$ cat config.mk
export PLATFORM = sky130hd
export DESIGN_NAME = fusion_out_packer
export DESIGN_NICKNAME = d
export VERILOG_FILES = /design/src/rtl/lrf_pkg.sv /design/src/rtl/lrf_fwft_fifo.sv /design/src/rtl/fusion_out_packer.sv
export SDC_FILE = /design/constraint.sdc
export NUM_CORES = 1
export LEC_CHECK = 0
export CAP_MARGIN = 10
export CELL_PAD_IN_SITES_DETAIL_PLACEMENT = 1
export CELL_PAD_IN_SITES_GLOBAL_PLACEMENT = 2
export CORE_ASPECT_RATIO = 1.75
export CORE_MARGIN = 10
export CORE_UTILIZATION = 43
export CTS_BUF_LIST = sky130_fd_sc_hd__clkbuf_16
export CTS_CLUSTER_DIAMETER = 200
export DETAILED_ROUTE_END_ITERATION = 8
export GPL_TIMING_DRIVEN = 0
export PLACE_DENSITY_LB_ADDON = 0.12
export SLEW_MARGIN = 20
export SYNTH_ARGS = -nofsm -noshare
export SYNTH_HDL_FRONTEND = slang
export SYNTH_SLANG_ARGS = --single-unit
$ cat constraint.sdc
create_clock -name clk -period 11 [get_ports clk]
set_clock_uncertainty 0.2 [all_clocks]
set_input_delay 2.2 -clock clk [delete_from_list [all_inputs] [get_ports clk]]
set_output_delay 2.2 -clock clk [all_outputs]
set_load 0.1 [all_outputs]
$ cat src/rtl/lrf_pkg.sv
// Shared constants and helpers for the fusion datapath (fusion core and output packer).
// Latency: n/a (package only).
// Backpressure: n/a (package only).
package lrf_pkg;

  // Advancing edges from input accept until the fused beat appears on fused_frame.
  localparam int FUSION_PIPE_LATENCY = 13;

  // Output sideband carried alongside each beat on the AXI4-Stream master.
  typedef struct packed {
    logic last;
    logic user;
  } axis_side_t;

  function automatic int data_width(input int input_width, input int pixels_per_beat);
    return input_width * pixels_per_beat;
  endfunction

  function automatic int beats_per_frame(input int dim, input int ppb);
    return (dim * dim) / ppb;
  endfunction

endpackage

$ cat src/rtl/lrf_fwft_fifo.sv
// Generic first-word-fall-through FIFO: head entry is visible on pop_dat while !empty.
// Latency: a push is visible at the head on the edge after it is written (if FIFO was empty).
// Backpressure: push ignored when full, pop ignored when empty; caller owns flow control.
// Ports: clk/rst (async active-high), push/push_dat, pop/pop_dat, full, empty, count.
module lrf_fwft_fifo #(
  parameter int WIDTH = 8,
  parameter int DEPTH = 8
) (
  input  logic                       clk,
  input  logic                       rst,
  input  logic                       push,
  input  logic [WIDTH-1:0]           push_dat,
  input  logic                       pop,
  output logic [WIDTH-1:0]           pop_dat,
  output logic                       full,
  output logic                       empty,
  output logic [$clog2(DEPTH):0]     count
);

  localparam int AW = $clog2(DEPTH);
  localparam logic [AW:0] FULL_CNT = (AW+1)'(DEPTH);

  logic [WIDTH-1:0] mem [DEPTH];
  logic [AW-1:0]    wr_ptr;
  logic [AW-1:0]    rd_ptr;
  logic             do_push;
  logic             do_pop;

  assign full    = (count == FULL_CNT);
  assign empty   = (count == '0);
  assign do_push = push & ~full;
  assign do_pop  = pop & ~empty;
  assign pop_dat = mem[rd_ptr];

  // DEPTH is a power of two, so the pointers wrap on their own.
  always_ff @(posedge clk or posedge rst) begin
    if (rst) begin
      wr_ptr <= '0;
      rd_ptr <= '0;
      count  <= '0;
    end else begin
      if (do_push) wr_ptr <= wr_ptr + AW'(1);
      if (do_pop)  rd_ptr <= rd_ptr + AW'(1);
      if (do_push && !do_pop)      count <= count + (AW+1)'(1);
      else if (!do_push && do_pop) count <= count - (AW+1)'(1);
    end
  end

  // Storage carries no reset: contents are don't-care until written.
  always_ff @(posedge clk) begin
    if (do_push) mem[wr_ptr] <= push_dat;
  end

endmodule

$ cat src/rtl/fusion_out_packer.sv
// Tracks beat validity through the fusion pipeline, buffers fused beats, emits AXI4-Stream with SOF/EOF.
// Latency: tvalid rises PIPE_LATENCY+1 edges after the accepting edge when unthrottled.
// Backpressure: registered stall freezes the pipeline once the FIFO has a single free slot left.
// Ports: clk, areset; s_valid/s_ready upstream; stall to pipeline; fused_frame from fusion;
//        m_axis_* master; frame_done pulse; err_overflow sticky error.
module fusion_out_packer
  import lrf_pkg::*;
#(
  parameter int PIXELS_PER_BEAT = 16,
  parameter int INPUT_WIDTH     = 8,
  parameter int IMAGE_DIM       = 512,
  parameter int DATA_WIDTH      = data_width(INPUT_WIDTH, PIXELS_PER_BEAT),
  parameter int PIPE_LATENCY    = FUSION_PIPE_LATENCY,
  parameter int FIFO_DEPTH      = 8
) (
  input  logic                  clk,
  input  logic                  areset,
  input  logic                  s_valid,
  output logic                  s_ready,
  output logic                  stall,
  input  logic [DATA_WIDTH-1:0] fused_frame,
  output logic [DATA_WIDTH-1:0] m_axis_tdata,
  output logic                  m_axis_tvalid,
  input  logic                  m_axis_tready,
  output logic                  m_axis_tlast,
  output logic                  m_axis_tuser,
  output logic                  frame_done,
  output logic                  err_overflow
);

  localparam int BPF = beats_per_frame(IMAGE_DIM, PIXELS_PER_BEAT);
  localparam int BW  = (BPF > 1) ? $clog2(BPF) : 1;
  localparam int CW  = $clog2(FIFO_DEPTH) + 1;
  localparam logic [BW-1:0] LAST_BEAT   = BW'(BPF - 1);
  localparam logic [CW-1:0] STALL_LEVEL = CW'(FIFO_DEPTH - 1);

  logic [PIPE_LATENCY-1:0] vsr;
  logic                    pipe_valid;
  logic                    push;
  logic                    handshake;
  logic                    fifo_full;
  logic                    fifo_empty;
  logic [CW-1:0]           fifo_count;
  logic [CW-1:0]           count_next;
  logic [BW-1:0]           beat_cnt;
  axis_side_t              side;

  assign pipe_valid    = vsr[PIPE_LATENCY-1];
  assign push          = ~stall & pipe_valid;
  assign s_ready       = ~stall;
  assign m_axis_tvalid = ~fifo_empty;
  assign handshake     = m_axis_tvalid & m_axis_tready;

  // Sideband follows the beat counter, which only moves on a handshake, so it stays
  // stable with tdata while the beat is held. Gated so both read 0 when idle.
  assign side.user    = m_axis_tvalid & (beat_cnt == '0);
  assign side.last    = m_axis_tvalid & (beat_cnt == LAST_BEAT);
  assign m_axis_tuser = side.user;
  assign m_axis_tlast = side.last;

  lrf_fwft_fifo #(
    .WIDTH (DATA_WIDTH),
    .DEPTH (FIFO_DEPTH)
  ) u_fifo (
    .clk      (clk),
    .rst      (areset),
    .push     (push),
    .push_dat (fused_frame),
    .pop      (handshake),
    .pop_dat  (m_axis_tdata),
    .full     (fifo_full),
    .empty    (fifo_empty),
    .count    (fifo_count)
  );

  // Occupancy after this edge; an overflowing push is dropped and does not count.
  always_comb begin
    count_next = fifo_count;
    if ((push & ~fifo_full) && !handshake)      count_next = fifo_count + CW'(1);
    else if (!(push & ~fifo_full) && handshake) count_next = fifo_count - CW'(1);
  end

  always_ff @(posedge clk or posedge areset) begin
    if (areset) begin
      vsr          <= '0;
      stall        <= 1'b0;
      beat_cnt     <= '0;
      frame_done   <= 1'b0;
      err_overflow <= 1'b0;
    end else begin
      // Valid tracking freezes together with the fusion pipeline.
      if (!stall) vsr <= {vsr[PIPE_LATENCY-2:0], s_valid};
      // Stall while at most one slot is free: any unstalled cycle can push at most once.
      stall <= (count_next >= STALL_LEVEL);
      if (handshake) beat_cnt <= (beat_cnt == LAST_BEAT) ? '0 : beat_cnt + BW'(1);
      frame_done <= handshake & side.last;
      if (push && fifo_full) err_overflow <= 1'b1;
    end
  end

endmodule

; ---- Word level (Yosys, flattened, before mapping)
; Memory sizes are Yosys's and may differ from the RTL's.
; Cells that the tools add are included.
[word_totals]
ff_bits = 40
latchBits = 0
mem_bits_rw = 1024
mem_bits_ro = 0
in_bits = 132
out_inout_bits = 135
word_cells = 45
mem_count = 1
[mem_list]
columns = memory, depth, word_bits, rd, rd_clocked_by_memory_dff, write_ports, line
row1 = u_fifo.mem, 8, 128, 1, 0, 1, lrf_fwft_fifo.sv:23  ; logic [WIDTH-1:0] mem [DEPTH];
[op_classes]
add_sub_neg = 5
multipliers = 0
div_mod_pow = 0
n_lt_le_gt_ge = 1
n_eq_ne = 2
shift = 0
n_mux = 7
n_bitwise = 10
n_reduce_logical = 11
[ops]
columns = operator, count
row1 = 4-bit 2-to-1 mux, 4
row2 = "14-bit by 1-bit adder with 14-bit output, second input constant", 1
row3 = "14-bit == test, second input constant", 1
row4 = 14-bit zero test, 1
row5 = 14-bit 2-to-1 mux, 1
row6 = 1-bit AND, 7
row7 = "3-bit by 1-bit adder with 3-bit output, second input constant", 2
row8 = 1-bit logical AND, 5
row9 = "4-bit by 1-bit adder with 4-bit output, second input constant", 1
row10 = "4-bit == test, second input constant", 1
row11 = "4-bit by 3-bit greater-or-equal comparator with 1-bit output, second input constant", 1
row12 = 4-bit zero test, 1
row13 = "4-bit by 1-bit subtractor with 4-bit output, second input constant", 1
row14 = 1-bit zero test, 3
row15 = 1-bit NOT, 3
row16 = 1-bit 2-to-1 mux, 2
row17 = 2-bit nonzero test, 1

; ---- Depth between registers and ports, before layout
[depth]
ltp_word = 8
mapped_depth = 10
mapped_depth_nobuf = 9

; ---- Modules after synthesis
; From an unflattened synthesis, not the netlist that was laid out.
[hier_totals]
hier_cells = 1677
area_unflattened_um2 = 40551.4
[by_module_without_submodules]
columns = module, n_inst, cells_each, area_each_um2, seq_area_each_um2
row1 = lrf_fwft_fifo, 1, 1544, 39073.7, 30999.7
row2 = fusion_out_packer, 1, 133, 1477.7, 750.7

; ---- Worst setup path before layout
; No wires, ideal clock.
[synth_timing]
kind = reg-to-reg
startpoint = reg stall
endpoint = mem u_fifo.mem[0][0] in the netlist's numbering, enable pin
setup_time_ps = 772
arrival_ps = 10174
t_required_ps = 10028
setup_slack_ps = -145
stages_incl_launch_ff = 7
n_path_buf = 1
synth_period_minus_slack_ps = 11145
path_cell_list = dfrtp_1 > clkbuf_1 > nor2b_1 > nand2_1 > inv_1 > nand2b_1 > nor3_1
[synth_between]
elab_chain_cells = 5
[synth_lines]
columns = element, line
row1 = from (decl), fusion_out_packer.sv:20  ; output logic stall,
row2 = from (signal assigned), fusion_out_packer.sv:94  ; stall <= (count_next >= STALL_LEVEL);
row3 = 1-bit NOT, fusion_out_packer.sv:49  ; assign push = ~stall & pipe_valid;
row4 = 1-bit AND, fusion_out_packer.sv:49
row5 = 1-bit AND, lrf_fwft_fifo.sv:31  ; assign do_push = push & ~full;
row6 = net u_fifo.do_push, lrf_fwft_fifo.sv:26  ; logic do_push;
row7 = 1-bit 2-to-1 mux, lrf_fwft_fifo.sv:51  ; if (do_push) mem[wr_ptr] <= push_dat;
row8 = 1-bit 2-to-1 mux (implied by the code), lrf_fwft_fifo.sv:51
row9 = to (decl), lrf_fwft_fifo.sv:23
; The timed path passes the listed nets, and every way through them passes these cells.

; ---- Final worst setup path
[layout_timing]
startpoint = reg u_fifo.rd_ptr[1]
endpoint = out m_axis_tdata[75]
[layout_between]
elab_chain_cells = 1
[layout_lines]
columns = element, line
row1 = from (decl), lrf_fwft_fifo.sv:25  ; logic [AW-1:0] rd_ptr;
row2 = from (signal assigned), lrf_fwft_fifo.sv:43  ; if (do_pop) rd_ptr <= rd_ptr + AW'(1);
row3 = memory read 8 x 128 bit, -
row4 = to (decl), fusion_out_packer.sv:22  ; output logic [DATA_WIDTH-1:0] m_axis_tdata,
; Every way passes these cells.

==> reports/metrics.yaml <==
grt_overflow_total: 0
final_cell_mix: "edfxtp_1, clkdlybuf4s50_1, mux4_2"
syn2layout_area_growth_pct: 22.8
vias: 18600
final_common_cell: "edfxtp_1"
timing.reg2reg.setup_slack_ns: 7.35
cts_htree_levels: 3
synth_top_area_share_pct: 76.0
ys.flop_type: "edfxtp_1"
ios: 267
antenna_found_initial: 17
die_w_um: 252
status: "finished clean"
synth_seq_area_share_pct: 78.5
finalHoldViolCount: 0
core-area_sq_um: 93100
start_util_pct: 43.4
ctsResizeCount: 0
preCtsSetupSlack_ns: 5.03
setup_viol: 0
r2r_end: "u_fifo.mem[7][101]"
fin_crit_ns: 6.59
r2r_cells: 11
rows: 148
cts_tree: "done"
grt_setup_unrepaired: "false"
synth_area_per_cell_sq_um: 24.3
worstSetupStartpointType: "register"
clock.fmax_mhz: 152
cts_buffers: 97
fin_crit_sh_pct: 59.9
clockBufferDepth: 3
clkTransAtPathRegs_ns: 0.06
drv_cap: 0
async_flop_share_pct: 3.76
cp_max_fo: 10
wirelength_um: 97200
yosysWarnings: 0
die_area_sq_um: 107000
drt_iter0_drc: 1134
synth_cell_types: 42
yosys.area.top_type: "edfxtp_1"
grt_pass1_wl_um: 144000
cts_hold_buf: 0
die_y_um: 426
hp-class: "register to register"
setup.worst_path.end: "m_axis_tdata[75]"
post-cts-setup-buffers: 0
wire_per_inst_um: 28.6
worst_skew_pair.late_latency_ns: 0.68
grt_pass1_vias: 20900
synth_edf_count: 1024
synth_nets: 1808
drc: 0
numClockSinks: 1064
worst_slack_ns: 4.41
syn-instance-count: 1667
routabilityCongestion: 0.715
worstReg2RegStart: "u_fifo.count[0]"
worstPathRequired_ns: 8.60
startpoint: "u_fifo.rd_ptr[1]"
grtUsageTotal_pct: 18.4
synthTopCellsByArea: "edfxtp_1, mux4_2, mux2_2"
portBuffers: 266
worstSetupPathType: "register to primary output"
worst_pin_slew_ns: 1.17
nets: 2254
end_kind: "primary output"
dp_hpwl_um: 64400
dr.pass1.iters: 7
drive_gt1_share_pct: 30.7
finalMaxSlewViolations: 0
synth_area_sq_um: 40400
vias_per_cell: 5.46
synth_seq_cells: 1064
whs_ns: 0.296
slew_headroom_pct: 21.6
worst_ep_arrival_time_ns: 4.19
cts-root-buf: "clkbuf_16"
grt_max_degree: 29
ant_nets: 0
-- cell usage after synthesis (5+ instances only) --
master and count:
buf_1 17, buf_2 7, buf_6 26, clkbuf_1 24
dfrtp_1 40, edfxtp_1 1024, ha_1 9, inv_1 10
mux2_2 141, mux4_2 256, nand2_1 19, nand3_1 5
nand4_1 6, nor2_1 15, nor3_1 7, xnor2_1 11
xor2_1 8
-- worst max-delay path, stage by stage (launching register included) --
cell and delay (ns):
dfrtp_1 0.37, buf_2 0.15, buf_2 0.44, clkbuf_1 0.77
mux4_2 0.37, mux2_2 0.17, clkdlybuf4s50_1 1.22
-- registers in the layout (all words and copies together), names as in the netlist --
| signal | flops |
|---|---|
| vsr | 13 |
| frame_done | 1 |
| u_fifo.mem | 1024 |
| stall | 1 |
| u_fifo.rd_ptr | 3 |
| u_fifo.count | 4 |
| u_fifo.wr_ptr | 3 |
| beat_cnt | 14 |
| err_overflow | 1 |
-- stage by stage --
stage	area (sq um)	TNS, ns	utilization (%)	instances
after floorplan	40400	0	-	1667
after global placement	44600	-3062.16	47.9	3133
after detailed placement	46400	0	49.9	3214
after CTS	49700	0	53.3	3396
after global routing	49700	0	53.3	3397
final	49700	0	53.3	3400
-- per-layer routing --
layer | GRT usage, % | vias up | wire (um) | part of all wire (%)
met2 | 31.8 | 411 | 50200 | 52
met4 | 4.40 | 24 | 1690 | 1.7
li1 | - | 7993 | - | -
met5 | 0 | - | 161 | 0.17
met1 | 23.0 | 9997 | 39800 | 41
met3 | 4.66 | 137 | 5360 | 5.5
-- kinds of logic (layout without fill, tap and decap cells) --
kind of cell	after synthesis	count (layout)	synth area share, %
other cells	0	4	0
flops	1064	1064	78.5
mux	400	400	18.3
fa+ha+maj	9	9	0.278
xor+xnor	19	19	0.412
simple gates	74	74	0.956
buf+inv	88	617	1.35
compound gates	13	13	0.229
-- how the worst min path moves through the flow --
| stage | start | endpoint | slack (ns) | cells past startpoint |
|---|---|---|---|---|
| 2_1_floorplan | vsr[12] | vsr[12] | 0.27 | 1 |
| 3_3_place_gp | err_overflow | err_overflow | 0.26 | 1 |
| 3_5_place_dp | err_overflow | err_overflow | 0.27 | 1 |
| 4_1_cts | err_overflow | err_overflow | 0.29 | 1 |
| 5_1_grt | vsr[12] | vsr[12] | 0.32 | 1 |
| 6_report | err_overflow | err_overflow | 0.30 | 1 |
-- layout make-up --
| class | instances | area (sq um) |
|---|---|---|
| Clock inverter | 84 | 773 |
| Clock buffer | 98 | 2450 |
| Tap cell | 1200 | 1500 |
| Timing Repair Buffer | 347 | 4430 |
| Inverter | 11 | 41.3 |
| Antenna cell | 4 | 10.0 |
| Sequential cell | 1064 | 31800 |
| Multi-Input combinational cell | 515 | 8210 |
| Fill cell | 7944 | 43500 |
| Buffer | 77 | 505 |
Power is not shown: default switching activity piles up to over one toggle a cycle in this logic, so the estimate is an artifact.
